[config.mk]
export PLATFORM = sky130hd
export DESIGN_NAME = mpi_stream_arbiter
export DESIGN_NICKNAME = d
export VERILOG_FILES = /design/src/rtl/mpi_arb_pkg.sv /design/src/rtl/rr_pick.sv /design/src/rtl/mpi_stream_arbiter.sv
export SDC_FILE = /design/constraint.sdc
export NUM_CORES = 1
export LEC_CHECK = 0
export BUFFER_PORTS_ARGS = -buffer_cell sky130_fd_sc_hd__buf_2
export CAP_MARGIN = 20
export CORE_AREA = 2 2 162 164
export DETAILED_ROUTE_END_ITERATION = 6
export DIE_AREA = 0 0 164 166
export PLACE_DENSITY = 0.43
export SLEW_MARGIN = 15
export SYNTH_ARGS = -nofsm -noshare
export SYNTH_HDL_FRONTEND = slang
export SYNTH_SLANG_ARGS = --single-unit
[constraint.sdc]
create_clock -name clk -period 2.2 [get_ports clk]
set_input_delay 0.44 -clock clk [delete_from_list [all_inputs] [get_ports clk]]
set_output_delay 0.44 -clock clk [all_outputs]
set_load 0.005 [all_outputs]
[src/rtl/mpi_arb_pkg.sv]
// Shared types and widths for the packet-granular stream arbiter.
package mpi_arb_pkg;

  localparam int DATA_W    = 64;
  localparam int KEEP_W    = 8;
  localparam int PKT_CNT_W = 32;

  typedef enum logic [1:0] {
    ST_IDLE  = 2'd0,
    ST_PASS  = 2'd1,
    ST_DRAIN = 2'd2
  } arb_state_t;

  // Beat counter must hold MAX_BEATS itself, hence the +1.
  function automatic int beat_cnt_w(input int max_beats);
    return $clog2(max_beats + 1);
  endfunction

endpackage

[src/rtl/rr_pick.sv]
// Round-robin picker: first asserted request at or after rr_ptr, wrapping modulo N_PORTS.
module rr_pick #(
  parameter  int N_PORTS = 4,
  localparam int IDX_W   = $clog2(N_PORTS)
) (
  input  logic [N_PORTS-1:0] req,
  input  logic [IDX_W-1:0]   rr_ptr,
  output logic               hit,
  output logic [IDX_W-1:0]   index
);

  // Walk offsets from farthest to nearest so the nearest hit is the last write.
  always_comb begin
    hit   = 1'b0;
    index = '0;
    for (int i = N_PORTS - 1; i >= 0; i--) begin
      int cand;
      cand = int'(rr_ptr) + i;
      if (cand >= N_PORTS) cand = cand - N_PORTS;
      if (req[cand]) begin
        hit   = 1'b1;
        index = IDX_W'(cand);
      end
    end
  end

endmodule

[src/rtl/mpi_stream_arbiter.sv]
// Packet-granular round-robin arbiter merging N AXI-stream requesters onto one output.
//
// state    | meaning
// ---------+-----------------------------------------------------------
// ST_IDLE  | no owner; pick next requester round-robin from rr_ptr
// ST_PASS  | granted port streams straight through to the output
// ST_DRAIN | packet overran MAX_BEATS; swallow beats until its LAST
module mpi_stream_arbiter
  import mpi_arb_pkg::*;
#(
  parameter  int N_PORTS   = 4,
  parameter  int MAX_BEATS = 1024,
  localparam int IDX_W     = $clog2(N_PORTS),
  localparam int BEAT_W    = beat_cnt_w(MAX_BEATS)
) (
  input  logic                        clk,
  input  logic                        reset,
  input  logic [N_PORTS*DATA_W-1:0]   s_DATA,
  input  logic [N_PORTS*KEEP_W-1:0]   s_KEEP,
  input  logic [N_PORTS-1:0]          s_LAST,
  input  logic [N_PORTS-1:0]          s_VALID,
  output logic [N_PORTS-1:0]          s_READY,
  output logic [DATA_W-1:0]           m_DATA,
  output logic [KEEP_W-1:0]           m_KEEP,
  output logic                        m_LAST,
  output logic                        m_VALID,
  input  logic                        m_READY,
  output logic                        grant_valid,
  output logic [IDX_W-1:0]            grant_id,
  output logic                        pkt_done,
  output logic                        err_overlen,
  output logic [PKT_CNT_W-1:0]        pkt_count
);

  arb_state_t             state_q, state_d;
  logic [IDX_W-1:0]       rr_ptr_q, rr_ptr_d;
  logic [IDX_W-1:0]       grant_id_q, grant_id_d;
  logic [BEAT_W-1:0]      beat_q, beat_d;
  logic [PKT_CNT_W-1:0]   pkt_count_q, pkt_count_d;
  logic                   pkt_done_q, pkt_done_d;
  logic                   err_q, err_d;

  logic                   pick_hit;
  logic [IDX_W-1:0]       pick_idx;
  logic [DATA_W-1:0]      g_data;
  logic [KEEP_W-1:0]      g_keep;
  logic                   g_last;
  logic                   g_valid;
  logic                   at_limit;
  logic [IDX_W-1:0]       next_ptr;

  rr_pick #(.N_PORTS(N_PORTS)) u_pick (
    .req    (s_VALID),
    .rr_ptr (rr_ptr_q),
    .hit    (pick_hit),
    .index  (pick_idx)
  );

  assign g_data   = s_DATA[grant_id_q*DATA_W +: DATA_W];
  assign g_keep   = s_KEEP[grant_id_q*KEEP_W +: KEEP_W];
  assign g_last   = s_LAST[grant_id_q];
  assign g_valid  = s_VALID[grant_id_q];
  // The beat in flight is beat number MAX_BEATS when MAX_BEATS-1 have already gone.
  assign at_limit = (beat_q == BEAT_W'(MAX_BEATS - 1));
  assign next_ptr = (grant_id_q == IDX_W'(N_PORTS - 1)) ? '0 : grant_id_q + IDX_W'(1);

  always_comb begin
    state_d     = state_q;
    rr_ptr_d    = rr_ptr_q;
    grant_id_d  = grant_id_q;
    beat_d      = beat_q;
    pkt_count_d = pkt_count_q;
    pkt_done_d  = 1'b0;
    err_d       = 1'b0;
    s_READY     = '0;
    m_DATA      = '0;
    m_KEEP      = '0;
    m_LAST      = 1'b0;
    m_VALID     = 1'b0;

    case (state_q)
      ST_IDLE: begin
        if (pick_hit) begin
          grant_id_d = pick_idx;
          beat_d     = '0;
          state_d    = ST_PASS;
        end
      end

      ST_PASS: begin
        m_DATA              = g_data;
        m_KEEP              = g_keep;
        m_VALID             = g_valid;
        m_LAST              = g_last | at_limit;
        s_READY[grant_id_q] = m_READY;
        if (g_valid && m_READY) begin
          beat_d = beat_q + BEAT_W'(1);
          if (g_last || at_limit) begin
            pkt_done_d  = 1'b1;
            err_d       = ~g_last;
            pkt_count_d = pkt_count_q + PKT_CNT_W'(1);
            rr_ptr_d    = next_ptr;
            state_d     = g_last ? ST_IDLE : ST_DRAIN;
          end
        end
      end

      ST_DRAIN: begin
        s_READY[grant_id_q] = 1'b1;
        if (g_valid && g_last) state_d = ST_IDLE;
      end

      default: state_d = ST_IDLE;
    endcase
  end

  always_ff @(posedge clk) begin
    if (reset) begin
      state_q     <= ST_IDLE;
      rr_ptr_q    <= '0;
      grant_id_q  <= '0;
      beat_q      <= '0;
      pkt_count_q <= '0;
      pkt_done_q  <= 1'b0;
      err_q       <= 1'b0;
    end else begin
      state_q     <= state_d;
      rr_ptr_q    <= rr_ptr_d;
      grant_id_q  <= grant_id_d;
      beat_q      <= beat_d;
      pkt_count_q <= pkt_count_d;
      pkt_done_q  <= pkt_done_d;
      err_q       <= err_d;
    end
  end

  assign grant_valid = (state_q != ST_IDLE);
  assign grant_id    = grant_id_q;
  assign pkt_done    = pkt_done_q;
  assign err_overlen = err_q;
  assign pkt_count   = pkt_count_q;

endmodule
==> run_results.csv <==
group,metric,value,unit
setup_path,cp.arrival,1860,ps
sta,finalSetupViolCount,69,
synthesis,synth_area,4860,sq um
global_routing,grt_pass1_vias,6129,
sta,rsz0062_at_grt,"yes",
synthesis,synth-warning-count,0,
sta,worstMarginPinSlew,385,ps
layout,area_growth,79.9,%
synthesis,avgSynthCellArea,9.78,sq um
floorplanning,io-pin-count,414,
layout,fillers,2778,
synthesis,synth_edf_count,0,
synthesis,synth_cells,497,
drt,drt_wl_total,29.9,mm
status,violations,"negative setup slack",
floorplanning,fp.dieW,164,microns
place,place.port_buffers,413,
clock_tree,clkLatencyLatePin,290,ps
layout,drive_above_1_share,0.674,
drt,drcViolationCount,0,
synthesis,synth_async_sr_flop_share,0,
global_routing,overflow,0,
place,routabilityCongestion,0.866,
drt,ant_nets,0,
layout,postLayoutCoreUtil,0.341,
clock_tree,root_buffer,"clkbuf_16",
setup_path,cp-end-kind,"output port",
global_routing,grt.total_usage,0.209,
drt,via_count,6166,
global_routing,antenna_found_initial,37,
floorplanning,die_y,166,microns
drt,drt_pre_antenna_iters,4,
floorplanning,dieArea,27200,sq um
power_and_ir_drop,power.density,641,nW/um^2
power_and_ir_drop,fin_total_pwr,5.60,mW
sta,hold_viol,0,
clock_tree,cts-buffers-inserted,5,
clock_tree,cts_buffer_depth,2,
job,max_cap_viol_count,0,
synthesis,ys_seq_area_frac,0.210,
power_and_ir_drop,leakage,3.91,nW
sta,finalCritPeriodShare,1.04,
floorplanning,rows,59,
sta,skew,4.22,ps
floorplanning,start_util,0.190,
setup_path,path_max_fanout,9,
drt,wl_per_cell,22.9,microns
synthesis,synthesis.nets,805,
setup_path,start_kind,"flop",
global_routing,grt_max_degree,53,
sta,layout_min_cycle_time,2300,ps
min_path,min_path_type,"reg2reg",
status,status,"finished with violations",
clock_tree,htreeDepth,2,
clock_tree,clock_sinks,51,
synthesis,ys_ff_latch,51,
sta,max_freq,436,MHz
clock_tree,clk_pin_slew,70,ps
sta,max_slew_margin,0.743,
drt,drtIter0Drc,379,
layout,nets,1268,
place,hpwlAfterDp,25.1,mm
setup_path,cp.required,1760,ps
clock_tree,tritoncts,"built",
global_routing,grt_pass1_wl,41.0,mm
floorplanning,core_area,25600,sq um
sta,report.final.slew_viol_count,0,
setup_path,worstSetupPathType,"reg2out",
synthesis,ys_types,40,
sta,fin_ws,-96.1,ps
synthesis,synth_flop_cell,"dfxtp_1",
drt,vias_per_cell,4.71,
power_and_ir_drop,ir_drop,0.294,mV
==> through the flow <==
| step | hold WS [ps] | worst slack (ps) | area, sq um | std cells | TNS [ps] |
|---|---|---|---|---|---|
| 2_1_floorplan | 448 | -18.1 | 4860 | 497 | -904 |
| 3_3_place_gp | 469 | 23.0 | 7770 | 1266 | 0 |
| 3_5_place_dp | 470 | 0.532 | 7770 | 1266 | 0 |
| 4_1_cts | 485 | -156 | 8290 | 1287 | -6480 |
| 5_1_grt | 498 | -156 | 8730 | 1306 | -8420 |
| 6_report | 484 | -96.1 | 8740 | 1308 | -3740 |
==> metal layers <==
layer  part of all wire  wire [microns]  GRT usage
met5            0.00043              13          0
met4              0.032             950     0.0728
met3              0.053            1590     0.0297
met2               0.53           15900      0.380
met1               0.38           11500      0.249
==> path summary, 6_finish.rpt <==
| path | end | cells after the start | startpoint | slack (ps) |
|---|---|---|---|---|
| hold / removal | pkt_count[31]$_SDFFE_PP0P_ | 2 | pkt_count[31]$_SDFFE_PP0P_ | 480 |
| setup / recovery | m_DATA[35] | 5 | grant_id[0]$_SDFFE_PP0P_ | -100 |
| setup reg to reg | pkt_count[21]$_SDFFE_PP0P_ | 8 | grant_id[0]$_SDFFE_PP0P_ | -10 |
| hold reg to reg | pkt_count[31]$_SDFFE_PP0P_ | 2 | pkt_count[31]$_SDFFE_PP0P_ | 480 |
==> state kept, by name, summed over array words and instances (netlist names) <==
name         flops
beat_q          11
err_overlen      1
grant_id         2
rr_ptr_q         2
state_q          2
pkt_count       32
pkt_done         1
==> layout by cell type (no fill, tap or decap), drive strengths merged, types with 14 or more instances in the layout <==
cell	Yosys	final
nor2	27	27
xnor2	14	14
inv	15	15
nand3	17	17
mux4	74	74
dfxtp	51	51
and2	80	80
nand2	29	29
buf	13	494
a21oi	29	29
==> area by class of cell <==
class                           count  area [sq um]  share of cell area
Inverter                           15          56.3             0.00644
Tap cell                          335           419              0.0480
Sequential cell                    51          1030               0.118
Antenna cell                       12          30.0             0.00344
Clock inverter                      1          5.00            0.000573
Timing Repair Buffer              497          3200               0.366
Multi-Input combinational cell    390          3830               0.439
Clock buffer                        7           164              0.0188
==> power by group <==
group          total [mW]  internal, mW  leakage (nW)  switching (mW)
clock               0.885         0.521        0.0851           0.364
sequential          0.991         0.955         0.413          0.0361
combinational        3.72          2.16          3.41            1.56
==> logic make-up (layout without fill, tap and decap cells) <==
| group | count (synthesis) | count (layout) | synth area share |
|---|---|---|---|
| simple gates | 221 | 221 | 0.255 |
| mux | 76 | 76 | 0.347 |
| compound gates | 70 | 70 | 0.0935 |
| buf+inv | 56 | 520 | 0.0456 |
| flops | 51 | 51 | 0.210 |
| xor+xnor | 14 | 14 | 0.0252 |
| fa+ha+maj | 9 | 9 | 0.0232 |
| other cells | 0 | 12 | 0 |
==> synth_stat cells, types with 9 or more instances <==
cell	number	area, sq um
mux4_2	74	1670
nor2_1	27	101
xnor2_1	14	123
nor4_1	13	81.3
or4_1	13	97.6
nand2_1	29	109
inv_1	15	56.3
clkbuf_1	28	105
dfxtp_1	51	1020
nand3_1	17	85.1
ha_1	9	113
buf_2	9	45.0
o31ai_1	13	97.6
and2_1	80	500
a21oi_1	29	145
==> critical path, stage by stage (launching register included) <==
cell,delay [ps]
dfxtp_4,410
buf_12,180
buf_12,160
mux4_2,490
and2_1,160
buf_2,140
==> repair_timing <==
action / 4_1_cts / 5_1_grt
gates resized for setup: 54 / 83
hold buffers: 0 / 0
pin swaps: 12 / 6
cloned: 1 / 3
setup endpoints to repair: 70 / 90
setup buffers: 12 / 9
Note: power is estimated with default switching activity, not from simulation.
